**src/rtl/feature_map_writer_pkg.sv**
```systemverilog
// Shared FSM encodings and size helpers for the feature-map writer.
// FEATURE_MAP_WRITER_RELU_EN selects ReLU clamping of written data.
`ifndef LOG2
`define LOG2(x) (((x) <= 1) ? 1 : $clog2(x))
`endif

package feature_map_writer_pkg;

  localparam logic [1:0] ST_IDLE    = 2'd0;
  localparam logic [1:0] ST_CAPTURE = 2'd1;
  localparam logic [1:0] ST_DONE    = 2'd2;

  function automatic int fmw_out_size(
    input int image_size,
    input int filter_size
  );
    return image_size - filter_size + 1;
  endfunction

  function automatic int fmw_addr_width(
    input int out_size
  );
    return `LOG2(out_size * out_size);
  endfunction

  function automatic int fmw_idx_width(
    input int out_size
  );
    return `LOG2(out_size);
  endfunction

endpackage

```
**src/rtl/feature_map_addr_gen.sv**
```systemverilog
// Row/column/linear address counter for one feature-map frame.
// Holds at the final address; the owner clears it per frame.
module feature_map_addr_gen #(
  parameter int OUT_SIZE = 1,
  parameter int AW       = 1,
  parameter int IW       = 1
) (
  input  logic          clk,
  input  logic          rst_n,
  input  logic          clear,
  input  logic          step,
  output logic [AW-1:0] addr,
  output logic          last
);

  localparam logic [IW-1:0] IDX_MAX = IW'(OUT_SIZE - 1);

  logic [IW-1:0] row;
  logic [IW-1:0] col;
  logic          col_wrap;

  assign col_wrap = (col == IDX_MAX);
  assign last     = col_wrap & (row == IDX_MAX);

  always_ff @(posedge clk or negedge rst_n) begin
    if (!rst_n) begin
      row  <= '0;
      col  <= '0;
      addr <= '0;
    end else if (clear) begin
      row  <= '0;
      col  <= '0;
      addr <= '0;
    end else if (step && !last) begin
      addr <= addr + AW'(1);
      if (col_wrap) begin
        col <= '0;
        row <= row + IW'(1);
      end else begin
        col <= col + IW'(1);
      end
    end
  end

endmodule

```
**src/rtl/feature_map_writer.sv**
```systemverilog
// Captures one frame of convolution results into a row-major RAM.
// Define FEATURE_MAP_WRITER_RELU_EN to clamp negative results to 0.
module feature_map_writer
  import feature_map_writer_pkg::*;
#(
  parameter  int FILTER_SIZE = -1,
  parameter  int IMAGE_SIZE  = -1,
  parameter  int DATA_WIDTH  = 16,
  localparam int OUT_SIZE    = fmw_out_size(IMAGE_SIZE, FILTER_SIZE),
  localparam int AW          = fmw_addr_width(OUT_SIZE)
) (
  input  logic                  clk,
  input  logic                  rst_n,
  input  logic                  clk_en,
  input  logic                  in_valid,
  input  logic [DATA_WIDTH-1:0] in_data,
  input  logic                  start,
  input  logic                  done_ack,
  output logic                  wr_en,
  output logic [AW-1:0]         wr_addr,
  output logic [DATA_WIDTH-1:0] wr_data,
  output logic                  busy,
  output logic                  frame_done,
  output logic                  overrun
);

  localparam int IW = fmw_idx_width(OUT_SIZE);

  logic [1:0]            state;
  logic [1:0]            state_nxt;
  logic                  accept;
  logic                  stray;
  logic                  cnt_clear;
  logic                  cnt_last;
  logic [AW-1:0]         cnt_addr;
  logic [DATA_WIDTH-1:0] data_fmt;

`ifdef FEATURE_MAP_WRITER_RELU_EN
  assign data_fmt = in_data[DATA_WIDTH-1] ? '0 : in_data;
`else
  assign data_fmt = in_data;
`endif

  assign accept = (state == ST_CAPTURE) & clk_en & in_valid;
  assign stray  = (state != ST_CAPTURE) & clk_en & in_valid;

  always_comb begin
    state_nxt = state;
    cnt_clear = 1'b0;
    unique case (1'b1)
      (state == ST_IDLE): begin
        if (start) begin
          state_nxt = ST_CAPTURE;
          cnt_clear = 1'b1;
        end
      end
      (state == ST_CAPTURE): begin
        if (accept && cnt_last) begin
          state_nxt = ST_DONE;
        end
      end
      (state == ST_DONE): begin
        if (done_ack && start) begin
          state_nxt = ST_CAPTURE;
          cnt_clear = 1'b1;
        end else if (done_ack) begin
          state_nxt = ST_IDLE;
        end
      end
      default: begin
        state_nxt = ST_IDLE;
      end
    endcase
  end

  feature_map_addr_gen #(
    .OUT_SIZE (OUT_SIZE),
    .AW       (AW),
    .IW       (IW)
  ) u_addr_gen (
    .clk   (clk),
    .rst_n (rst_n),
    .clear (cnt_clear),
    .step  (accept),
    .addr  (cnt_addr),
    .last  (cnt_last)
  );

  always_ff @(posedge clk or negedge rst_n) begin
    if (!rst_n) begin
      state <= ST_IDLE;
    end else begin
      state <= state_nxt;
    end
  end

  // Address and data hold their last value between strobes.
  always_ff @(posedge clk or negedge rst_n) begin
    if (!rst_n) begin
      wr_en   <= 1'b0;
      wr_addr <= '0;
      wr_data <= '0;
    end else begin
      wr_en <= accept;
      if (accept) begin
        wr_addr <= cnt_addr;
        wr_data <= data_fmt;
      end
    end
  end

  always_ff @(posedge clk or negedge rst_n) begin
    if (!rst_n) begin
      overrun <= 1'b0;
    end else if (stray) begin
      overrun <= 1'b1;
    end
  end

  assign busy       = (state == ST_CAPTURE);
  assign frame_done = (state == ST_DONE);

endmodule

```
**config.mk**
```make
export PLATFORM = sky130hd
export DESIGN_NAME = feature_map_writer
export DESIGN_NICKNAME = d
export VERILOG_FILES = /design/src/rtl/feature_map_writer_pkg.sv /design/src/rtl/feature_map_addr_gen.sv /design/src/rtl/feature_map_writer.sv
export SDC_FILE = /design/constraint.sdc
export NUM_CORES = 1
export LEC_CHECK = 0
export CORE_ASPECT_RATIO = 1.25
export CORE_UTILIZATION = 42
export CTS_CLUSTER_SIZE = 16
export DETAILED_ROUTE_END_ITERATION = 12
export GPL_ROUTABILITY_DRIVEN = 0
export PLACE_DENSITY = 0.79
export SLEW_MARGIN = 20
export SYNTH_ARGS = -nofsm -noshare
export SYNTH_HDL_FRONTEND = slang
export SYNTH_SLANG_ARGS = --single-unit
```
**constraint.sdc**
```tcl
create_clock -name clk -period 2.75 [get_ports clk]
set_input_delay 0.55 -clock clk [delete_from_list [all_inputs] [get_ports clk]]
set_output_delay 0.55 -clock clk [all_outputs]
set_load 0.03 [all_outputs]
```
* Word-level counts from Yosys, hierarchy flattened
Index checks and enable logic that the tools add are counted.
Storage, ports and cells: bits in registers 24, input bits 22, output and inout bits 21, logic and storage cells 49
Cells by class: add/subtract/negate cells 3, eq/ne operators 7, muxes and demuxes 16, bitwise logic cells 7, reduce and logical (&&, ||, !) cells 8
Operators with widths (count):
- 1-bit two-way mux | 10
- 2-bit two-way mux | 4
- 2-bit one-hot mux with 3 select lines | 1
- 1-bit bitwise AND | 5
- 2-bit by 1-bit inequality test with 1-bit output, second input constant | 2
- 2-bit inequality test, second input constant | 2
- 1-bit adder, second input constant | 3
- 1-bit logical AND | 3
- 3-bit by 2-bit inequality test with 1-bit output, second input constant | 1
- 3-bit AND reduction | 1
- 2-bit by 1-bit equality test with 1-bit output, second input constant | 1
- 2-bit equality test, second input constant | 1
- 2-bit logical NOT | 1
- 1-bit NOT | 2
- 1-bit one-hot mux with 2 select lines | 1
- 2-bit AND reduction | 1
- 2-bit nonzero test | 1
- 1-bit logical NOT | 1

* Logic depth before layout (Yosys ltp)
depth after elaboration 6, mapped depth 4, gate-level depth less buffers 3

* By module
From an unflattened synthesis, not the netlist that was laid out.
Second synthesis, totals: cells, all modules 61, area, all modules 950.9 um^2
Modules (own cells, without submodules):
- feature_map_writer | instances 1, cells each 54, area an instance 865.8 um^2, sequential area each 525.5 um^2
- feature_map_addr_gen | instances 1, cells each 7, area an instance 85.1 um^2, sequential area each 50.0 um^2

* Least setup slack after synthesis
No wires, ideal clock.
kind register -> output, start reg state[0], end out busy, data arrival time 0.957 ns, data required time 2.200 ns, slack 1.243 ns, stages on the path, launching flop included 2, path buffers 0, cell sequence dfrtp_1 -> nor2b_1
On the way: longest elaborated chain between the ends 1
Ends and longest elaborated chain:
- from (decl) | RTL line feature_map_writer.sv:29 | logic [1:0] state;
- from (signal assigned) | RTL line feature_map_writer.sv:93 | state <= state_nxt;
- 2-bit by 1-bit equality test with 1-bit output | RTL line feature_map_writer.sv:120 | assign busy = (state == ST_CAPTURE);
- to (decl) | RTL line feature_map_writer.sv:22 | output logic busy,
Every way passes these cells.

* Worst setup path after layout
Same ends and word-level chain as after synthesis.

==> run metrics <==
status finished with violations; violated checks DRC; ranking of synthesized cells by area dfrtp_1 (63%), mux2_2 (20%), nand4b_4 (2.6%); TritonCTS buffer count 3; worst slew pin tran between 0.3 and 0.4 ns; synth cell count leaders dfrtp_1 (23), mux2_2 (16), inv_1 (4); post-synth cell types 17; CTS Hold Bufs 0; number of synthesized flops with an enable pin 0; Yosys top cell area share 0.630; Fillers 153; dpl hpwl between 1000 and 1500 um; asr flop ratio synth 1.00; max incr delay on CP roughly 0.72 ns; Gate Count Post-Synth 60; area leader, netlist dfrtp_1; Setup Buffers After CTS 0; CP Data Arrival Time ~1.8 ns; CTS Buffer Depth 2; worst hold slack ~0.5 ns; Worst setup EP type output port; Hold Fails Final Rpt 0; placed instance count between 100 and 150; unrepaired setup endpoints after global routing no; core area around 2000 um^2; I/O Pins 43; fmax between 0.4 and 0.5 GHz; via count 629; Iter 0 DRT Violations 10; Power Density 1070 nW/um^2; maximum capacitance violations 0; Clk Tree Root Cell clkbuf_4; Ys Warns 0; Finished Layout Cells roughly 130; H-tree levels 1; worst setup path class reg -> out; total power 1.46 mW; crit-path cells nor2b_1 > clkdlybuf4s50_1; HP Class reg -> reg; initial antenna violation count 0; Setup Skew 0.00188 ns; Worst R2R Path Depth 3; GR Util All Layers 0.157; largest net degree at the start of global routing 24; clk sinks 23; Worst Path Required between 2 and 2.5 ns; Syn-to-layout area delta 50.0%; grt total ovfl 0; FF+latch area ~580 um^2; Routed WL between 1500 and 2000 um; top-count cell post-synth dfrtp_1; maximum VDD drop between 0.0005 and 0.0006 V; Ant. Diodes 0; maximum fanout along the worst path 4; Port Buf Inserts 42; Multi-input gate area ~300 um^2; minimum clock period between 2 and 2.5 ns; average instance area after synthesis 15.2 um^2; setup violators final 0; vias in the first global route between 600 and 700; Via density ~5; Die Area 2370 um^2; Syn Std Cell Area 913 um^2; Setup TNS Final 0 ns; WHS Path Cells 1; Synth Register Bits 23; post-route ant nets 0; sequential fraction of the synthesis area 0.630; worst slew margin relative to its limit 0.756; Die Y roughly 54 um; final max-slew violation count 0; Syn Nets just over 80; Final nets 128; Post-CTS Resized 0; drt pass-1 iters 7; element type at the critical path start flip-flop; Final period util 0.840; row cnt 18; Clock Pin Slew Worst Setup and Hold Paths between 0.1 and 0.15 ns; Initial Utilization 0.456; # DRC 6; CP max-delay cell clkdlybuf4s50_1; WL per Instance 12.9 um; first-pass GRT wire length 2590 um; clock latency on the worst-skew pair 0.30 ns; share of cells above drive strength 1 0.210; Die X-Extent 43.7 um; CTS tree yes; Post-synth top flop dfrtp_1; LEAKAGE 0.619 nW
[final cells by class]
class / instances / share of cell area
well taps: 20 / 0.0183
multi-input cells: 31 / 0.219
repair buffers: 43 / 0.312
flip-flops and latches: 23 / 0.420
inverters: 4 / 0.0110
clock buffers: 4 / 0.0192
[worst paths after layout]
check	start	end	slack, ns
worst max-delay path	state[0]$_DFFE_PN0P_	busy	0.44
worst min-delay path	overrun$_DFFE_PN0P_	overrun$_DFFE_PN0P_	0.49
worst max register to register	state[1]$_DFFE_PN0P_	u_addr_gen.addr$_DFFE_PN0P_	1.38
worst min register to register	overrun$_DFFE_PN0P_	overrun$_DFFE_PN0P_	0.49
max in group asynchronous	rst_n	wr_data[2]$_DFFE_PN0N_	1.96
min in group asynchronous	rst_n	wr_data[9]$_DFFE_PN0N_	0.58
[where the power goes]
part / leakage, nW / switching (mW) / internal, mW
clock: 0.0150 / 0.0930 / 0.0566
combinational: 0.325 / 0.397 / 0.373
sequential: 0.279 / 0.0713 / 0.470
total: 0.619 / 0.561 / 0.900
[placed cells by master, fill, tap and decap left out]
master | synthesis | layout
a211o_1 | 1 | 1
a22o_1 | 1 | 1
and2b_1 | 1 | 1
and3_1 | 1 | 1
buf_4 | 0 | 1
clkbuf_1 | 0 | 1
clkbuf_4 | 0 | 3
clkdlybuf4s50_1 | 0 | 42
dfrtp_1 | 23 | 23
inv_1 | 4 | 4
mux2_2 | 16 | 16
mux2_4 | 1 | 1
nand2_1 | 2 | 2
nand4b_4 | 1 | 1
nor2_1 | 1 | 1
nor2b_1 | 1 | 1
nor3_1 | 1 | 1
o21a_1 | 2 | 2
o21ai_0 | 1 | 1
o21bai_1 | 1 | 1
[critical path, delay by kind of cell (launching register included)]
kind	cells	cell delay, ns
buffers and inverters	1	0.72
DFF	1	0.45
and+or+nand+nor	1	0.28
[stage by stage]
| stage | setup slack, ns | util | cell area, um^2 |
|---|---|---|---|
| 3_5_place_dp | 0.731 | 0.670 | 1340 |
| 6_report | 0.440 | 0.684 | 1370 |
| 4_1_cts | 0.428 | 0.684 | 1370 |
| 2_1_floorplan | 1.24 | - | 913 |
| 5_1_grt | 0.337 | 0.684 | 1370 |
| 3_3_place_gp | 0.782 | 0.670 | 1340 |
[logic make-up after synthesis]
family,Yosys count,share of synthesized area
multiplexers,17,0.214
AO/OA/AOI/OAI,6,0.0493
AND/OR/NAND/NOR,8,0.0658
buffers and inverters,6,0.0411
flip-flops,23,0.630
[routing by layer]
metal  track usage  up-vias  share of wire
met5             0        -              0
li1              -      294              -
met1         0.162      301           0.39
met2         0.279       29           0.50
met3        0.0268        5          0.077
met4         0.125        0          0.029
[state kept, by name, indices dropped and copies added, names as in the netlist]
| register | count |
|---|---|
| wr_en | 1 |
| wr_addr | 1 |
| u_addr_gen.addr | 1 |
| state | 2 |
| overrun | 1 |
| wr_data | 16 |
| u_addr_gen.row | 1 |
No activity file was read; power rests on OpenSTA's default activity.
